--- config.mk ---
export PLATFORM = sky130hd
export DESIGN_NAME = uart_transmitter_flat
export DESIGN_NICKNAME = d
export VERILOG_FILES = /design/src/rtl/uart_transmitter_pkg.sv /design/src/rtl/uart_transmitter_if.sv /design/src/rtl/uart_transmitter.sv /design/src/flat_wrapper.sv
export SDC_FILE = /design/constraint.sdc
export NUM_CORES = 1
export LEC_CHECK = 0
export BUFFER_PORTS_ARGS = -buffer_cell sky130_fd_sc_hd__buf_4
export CORE_UTILIZATION = 30
export CTS_CLUSTER_SIZE = 12
export DETAILED_ROUTE_END_ITERATION = 8
export SLEW_MARGIN = 20
export SYNTH_ARGS = -nofsm -noshare
export SYNTH_HDL_FRONTEND = slang
export SYNTH_SLANG_ARGS = --single-unit
--- constraint.sdc ---
create_clock -name clk -period 1.7 [get_ports clk]
set_clock_uncertainty 0.1 [all_clocks]
set_input_delay 0.34 -clock clk [delete_from_list [all_inputs] [get_ports clk]]
set_output_delay 0.34 -clock clk [all_outputs]
set_load 0.1 [all_outputs]
--- src/rtl/uart_transmitter_pkg.sv ---
// ============================================================================
// Module      : uart_transmitter_pkg
// Description : Shared UART frame constants and transmitter state encoding.
// Revision    : 1.0
// ============================================================================
`default_nettype none

package uart_transmitter_pkg;

    localparam int DATA_BITS  = 8;
    localparam int STOP_BITS  = 1;
    localparam int FRAME_BITS = 1 + DATA_BITS + STOP_BITS;

    typedef enum logic [1:0] {
        ST_IDLE  = 2'd0,
        ST_START = 2'd1,
        ST_DATA  = 2'd2,
        ST_STOP  = 2'd3
    } tx_state_t;

endpackage

`default_nettype wire

--- src/rtl/uart_transmitter_if.sv ---
// ============================================================================
// Module      : uart_transmitter_if
// Description : Byte handshake, flow control and serial line of the UART TX.
// Revision    : 1.0
// ============================================================================
`default_nettype none

interface uart_transmitter_if;

    logic [7:0] tx_byte;
    logic       tx_byte_valid;
    logic       clear_to_send;
    logic       tx_out;
    logic       tx_byte_done_out;
    logic       busy_out;

    modport master (
        output tx_byte,
        output tx_byte_valid,
        output clear_to_send,
        input  tx_out,
        input  tx_byte_done_out,
        input  busy_out
    );

    modport slave (
        input  tx_byte,
        input  tx_byte_valid,
        input  clear_to_send,
        output tx_out,
        output tx_byte_done_out,
        output busy_out
    );

endinterface

`default_nettype wire

--- src/rtl/uart_transmitter.sv ---
// ============================================================================
// Module      : uart_transmitter
// Description : 8N1 UART transmitter with clear-to-send gating of frame start.
// Revision    : 1.0
// ============================================================================
`default_nettype none

module uart_transmitter
    import uart_transmitter_pkg::*;
#(
    parameter int ClocksPerBaud = 8
) (
    input  logic              clk,
    input  logic              rst_n,
    uart_transmitter_if.slave bus
);

    localparam int CW = $clog2(ClocksPerBaud);
    localparam int BW = $clog2(DATA_BITS);
    localparam logic [CW-1:0] c_baud_last = CW'(ClocksPerBaud - 1);
    localparam logic [BW-1:0] c_bit_last  = BW'(DATA_BITS - 1);

    tx_state_t     r_state;
    logic [CW-1:0] r_baud_cnt;
    logic [BW-1:0] r_bit_idx;
    logic [7:0]    r_shift;
    logic          r_tx;
    logic          r_done;
    logic          r_busy;

    logic          w_baud_end;
    logic          w_capture;

    assign w_baud_end = (r_baud_cnt == '0);
    // Capturing on the last STOP cycle lets frames run back-to-back with no idle gap.
    assign w_capture  = ((r_state == ST_IDLE) || ((r_state == ST_STOP) && w_baud_end))
                        && bus.tx_byte_valid && bus.clear_to_send;

    always_ff @(posedge clk) begin
        if (!rst_n) begin
            r_state    <= ST_IDLE;
            r_baud_cnt <= '0;
            r_bit_idx  <= '0;
            r_shift    <= '0;
            r_tx       <= 1'b1;
            r_done     <= 1'b0;
            r_busy     <= 1'b0;
        end else begin
            r_done <= 1'b0;
            if (w_capture) begin
                r_state    <= ST_START;
                r_shift    <= bus.tx_byte;
                r_baud_cnt <= c_baud_last;
                r_bit_idx  <= '0;
                r_tx       <= 1'b0;
                r_done     <= 1'b1;
                r_busy     <= 1'b1;
            end else begin
                case (r_state)
                    ST_IDLE: begin
                        r_tx   <= 1'b1;
                        r_busy <= 1'b0;
                    end
                    ST_START: begin
                        if (w_baud_end) begin
                            r_state    <= ST_DATA;
                            r_baud_cnt <= c_baud_last;
                            r_tx       <= r_shift[0];
                        end else begin
                            r_baud_cnt <= r_baud_cnt - 1'b1;
                        end
                    end
                    ST_DATA: begin
                        if (w_baud_end) begin
                            r_baud_cnt <= c_baud_last;
                            if (r_bit_idx == c_bit_last) begin
                                r_state <= ST_STOP;
                                r_tx    <= 1'b1;
                            end else begin
                                r_bit_idx <= r_bit_idx + 1'b1;
                                r_shift   <= {1'b0, r_shift[7:1]};
                                r_tx      <= r_shift[1];
                            end
                        end else begin
                            r_baud_cnt <= r_baud_cnt - 1'b1;
                        end
                    end
                    ST_STOP: begin
                        if (w_baud_end) begin
                            r_state <= ST_IDLE;
                            r_busy  <= 1'b0;
                            r_tx    <= 1'b1;
                        end else begin
                            r_baud_cnt <= r_baud_cnt - 1'b1;
                        end
                    end
                    default: begin
                        r_state <= ST_IDLE;
                        r_tx    <= 1'b1;
                        r_busy  <= 1'b0;
                    end
                endcase
            end
        end
    end

    assign bus.tx_out           = r_tx;
    assign bus.tx_byte_done_out = r_done;
    assign bus.busy_out         = r_busy;

endmodule

`default_nettype wire

--- src/flat_wrapper.sv ---
// flat-port wrapper written by rule: the top's interface ports become plain ports
module uart_transmitter_flat import uart_transmitter_pkg::*;
#(
    parameter int ClocksPerBaud = 8
)
  (clk, rst_n, bus_tx_byte, bus_tx_byte_valid, bus_clear_to_send, bus_tx_out, bus_tx_byte_done_out, bus_busy_out);
  uart_transmitter_if bus_i ();
  input  logic clk;
  input  logic rst_n;
  input wire logic [$bits(bus_i.tx_byte)-1:0] bus_tx_byte;
  input wire logic [$bits(bus_i.tx_byte_valid)-1:0] bus_tx_byte_valid;
  input wire logic [$bits(bus_i.clear_to_send)-1:0] bus_clear_to_send;
  output wire logic [$bits(bus_i.tx_out)-1:0] bus_tx_out;
  output wire logic [$bits(bus_i.tx_byte_done_out)-1:0] bus_tx_byte_done_out;
  output wire logic [$bits(bus_i.busy_out)-1:0] bus_busy_out;
  assign bus_i.tx_byte = bus_tx_byte;
  assign bus_i.tx_byte_valid = bus_tx_byte_valid;
  assign bus_i.clear_to_send = bus_clear_to_send;
  assign bus_tx_out = bus_i.tx_out;
  assign bus_tx_byte_done_out = bus_i.tx_byte_done_out;
  assign bus_busy_out = bus_i.busy_out;
  uart_transmitter #(.ClocksPerBaud(ClocksPerBaud)) u_core (.clk(clk), .rst_n(rst_n), .bus(bus_i));
endmodule
==> results.md <==
- Critical Path Start: u_core.r_state[1]$_SDFFE_PP0P_
- N_diodes: 0
- Setup violators final: 1
- Setup_tns: -0.0334 ns
- Post-synthesis simple-gate area fraction: 18.2%
- Register area share after synthesis: 37.9%
- Fin Hold WS: 0.162 ns
- Worst setup margin: -0.0334 ns
- DRC violation total after the first TritonRoute iteration: 19
- Slew headroom: around 74%
- Worst path max stage delay: 0.39 ns
- Worst hold path class: in -> reg
- Mapped cell area: 1000 um2
- Placer congestion estimate: about 0.73
- Gr usage total: 14.6%
- Most common cell after layout, fill and taps aside: buf_4
- Syn-to-layout area delta: 44.8%
- Critical Path Fanout Max: 5
- Grt ovf: 0
- I/O Pins: 15
- Vias after detailed routing: 877
- Antenna-violating nets left: 0
- Comb pwr share: 58.7%
- Placed Area: about 1300 um2
- Period utilization: 102%
- Net count, final: 165
- Switching power: 905 uW
- Syn Inst Count: 109
- Seq cells post-synth: 19
- CP max-delay cell: dfxtp_4
- Largest net degree at the start of global routing: 21
- Crit Path Class: reg -> reg
- Leak pwr: 0.596 nW
- Worst reg-to-reg setup slack: -0.03 ns
- Adder-Cell Fraction of Synth Area: 12.5%
- Compound-Gate Fraction of Synth Area: 16.6%
- Wirelength per Cell: roughly 12 um
- Pwr dens: 1530 nW/um2
- Clk slew on worst S/H paths: around 0.12 ns
- Largest family of logic cells by synthesized area: simple AND/OR/NAND/NOR gates
- Reg2reg end: u_core.r_state[0]$_SDFFE_PN0P_
- Post-synth top area cell: dfxtp_1
- Critical-path cell list: ha_4 > and3b_2 > o21bai_4 > or3b_1 > o221a_1
- Peak supply drop: approximately 0.00058 V
- Die Wd: roughly 60 um
- # clock sinks: 19
- Commonest non-fill, non-tap cells in the layout: buf_4, nor2_1, dfxtp_1
- Crit end category: flop
- Fmax: 577 MHz
- Die area: 3580 um2
- Max Root-Sink Buffers: 2
- Synth Area in XOR/XNOR: 0.873%
- FF-to-FF path depth: 5
- Max-cap violations: 0
- Final hold violations: 0
- Layout cells sized above 1: between 40% and 50%
- Crit path required time: 1.80 ns
- CP Data Arrival Time: approximately 1.8 ns
- R2r startpoint: u_core.r_state[1]$_SDFFE_PP0P_
- Post-synthesis mux area share: 9.98%
- H-Tree Depth: 1
- Global-route wire length before repair: 3.91 mm
- Root Driver: clkbuf_4
- Status: complete, but fails checks
- Tightest Pin Transition: 0.390 ns
- CTS tree: built
- Syn_area_per_cell: 9.21 um2
- Register share of total power: 30.4%
- Int Pwr: about 1.3 mW
- RSZ-0062 raised after global routing: yes
- Synth warn: 0
- Footprint of the multi-input gates: 689 um2
- Fin crit period: 1.73 ns
- DP HPWL: 1.60 mm
- Yosys top cell area share: 37.9%
- Worst skew pair latency: 0.30 ns
- Die H: 59.8 um
- Initial antenna violation count: 0
- Filler Cell Count: 319
- Synth Net Count: 131
- Vias in the first global route: 929
- Register area: about 390 um2
- Critical path endpoint: u_core.r_state[0]$_SDFFE_PN0P_
- Sw Share: approximately 41%
- CTS Hold Bufs: 0
- Row cnt: 20
- Via density: ~4.7
- DRT Pass-1 Iters: 4
- Core area: about 3100 um2
- Final instance area: approximately 1500 um2
- Clock network power share: 10.9%
- Tot Pwr: 2.22 mW
- PortBufs: 14
- Violated checks: negative setup slack
- Startpoint types: flop
- Fin. max-slew vios: 0
- Largest cells by area after synthesis: dfxtp_1, ha_1, mux2i_1
- Netlist cell types: 30
- CTS Buf Count: 3
- Residual DRC: 0
- WL final: about 2.3 mm
- Fin util: a little under half
- Initial core utilization: 32.3%
[stage by stage]
step                instances  setup slack [ns]
floorplan                 109           0.00519
CTS                       184           -0.0458
global route              186           -0.0776
global placement          177           -0.0235
detailed placement        177           -0.0823
finish                    186           -0.0334
[cell families after synthesis]
logic type / count (synthesis)
buf+inv: 9
flops: 19
compound gates: 23
simple gates: 37
xor+xnor: 1
fa+ha+maj: 10
mux: 10
[layout make-up]
| cell class | instances | share of cell area, % |
|---|---|---|
| multi-input cells | 81 | 47.5 |
| repair buffers | 33 | 18.2 |
| well taps | 44 | 3.79 |
| clock buffers | 3 | 1.55 |
| clock inverters | 1 | 0.517 |
| inverters | 5 | 1.46 |
| flip-flops and latches | 19 | 27.0 |
[Yosys cell counts]
master	count
or3_1	1
nand3_1	1
mux2i_1	10
a2bb2oi_1	1
o221a_1	1
a21o_1	1
o21bai_2	1
o21ai_0	3
dfxtp_1	19
ha_1	10
o211ai_1	1
nor4bb_1	1
or3b_1	1
nor3_1	2
and4bb_2	1
nand2b_1	1
nor2_1	18
inv_1	5
buf_2	2
and3b_1	1
clkbuf_1	1
nor2b_1	3
a211oi_1	10
a21oi_1	3
and3_1	1
o21bai_1	1
nand2_1	6
buf_4	1
o31ai_1	1
xnor2_1	1
[flip-flops by register name (all words and copies together), names as in the netlist]
name                         count
u_core.bus.busy_out              1
u_core.bus.tx_byte_done_out      1
u_core.bus.tx_out                1
u_core.r_baud_cnt                3
u_core.r_bit_idx                 3
u_core.r_shift                   8
u_core.r_state                   2
[worst max-delay path: cells and delay by family, from the launching register on]
| family | cells | cell delay, ns |
|---|---|---|
| fa+ha+maj | 1 | 0.17 |
| compound gates | 2 | 0.37 |
| flops | 1 | 0.39 |
| simple gates | 2 | 0.60 |
[worst min-delay path by stage]
stage          cells after the start                        endpoint                           start
5_1_grt                            2  u_core.bus.tx_out$_SDFFE_PN1P_                           rst_n
3_3_place_gp                       2  u_core.bus.tx_out$_SDFFE_PN1P_  u_core.bus.tx_out$_SDFFE_PN1P_
4_1_cts                            3  u_core.r_shift[7]$_SDFFE_PN0P_                  bus_tx_byte[7]
6_report                           3  u_core.r_shift[7]$_SDFFE_PN0P_                  bus_tx_byte[7]
2_1_floorplan                      1  u_core.bus.tx_out$_SDFFE_PN1P_                           rst_n
3_5_place_dp                       2  u_core.bus.tx_out$_SDFFE_PN1P_  u_core.bus.tx_out$_SDFFE_PN1P_
[power groups by stage]
stage          Combinational [mW]  Clock (mW)  Sequential (mW)
2_1_floorplan               0.591           0            0.748
3_3_place_gp                 1.03           0            0.642
3_5_place_dp                 1.08           0            0.647
4_1_cts                      1.17       0.250            0.651
5_1_grt                      1.43       0.268            0.690
6_report                     1.30       0.241            0.674
[per-layer routing]
layer  routed length, um  up-vias  track usage, %
met5                   0        -               0
met4                  23        0            3.99
met3                 108        4            4.11
met2                1120       22            26.7
met1                1000      402            16.3
li1                    -      449               -
[repair_timing]
action	4_1_cts	5_1_grt
endpoints found under the setup margin	14	17
buffers inserted	3	2
pin swaps	7	7
gates resized for setup	15	17
gates cloned	0	0
endpoints found under the hold margin	0	0
(Power assumes the default switching activity.)
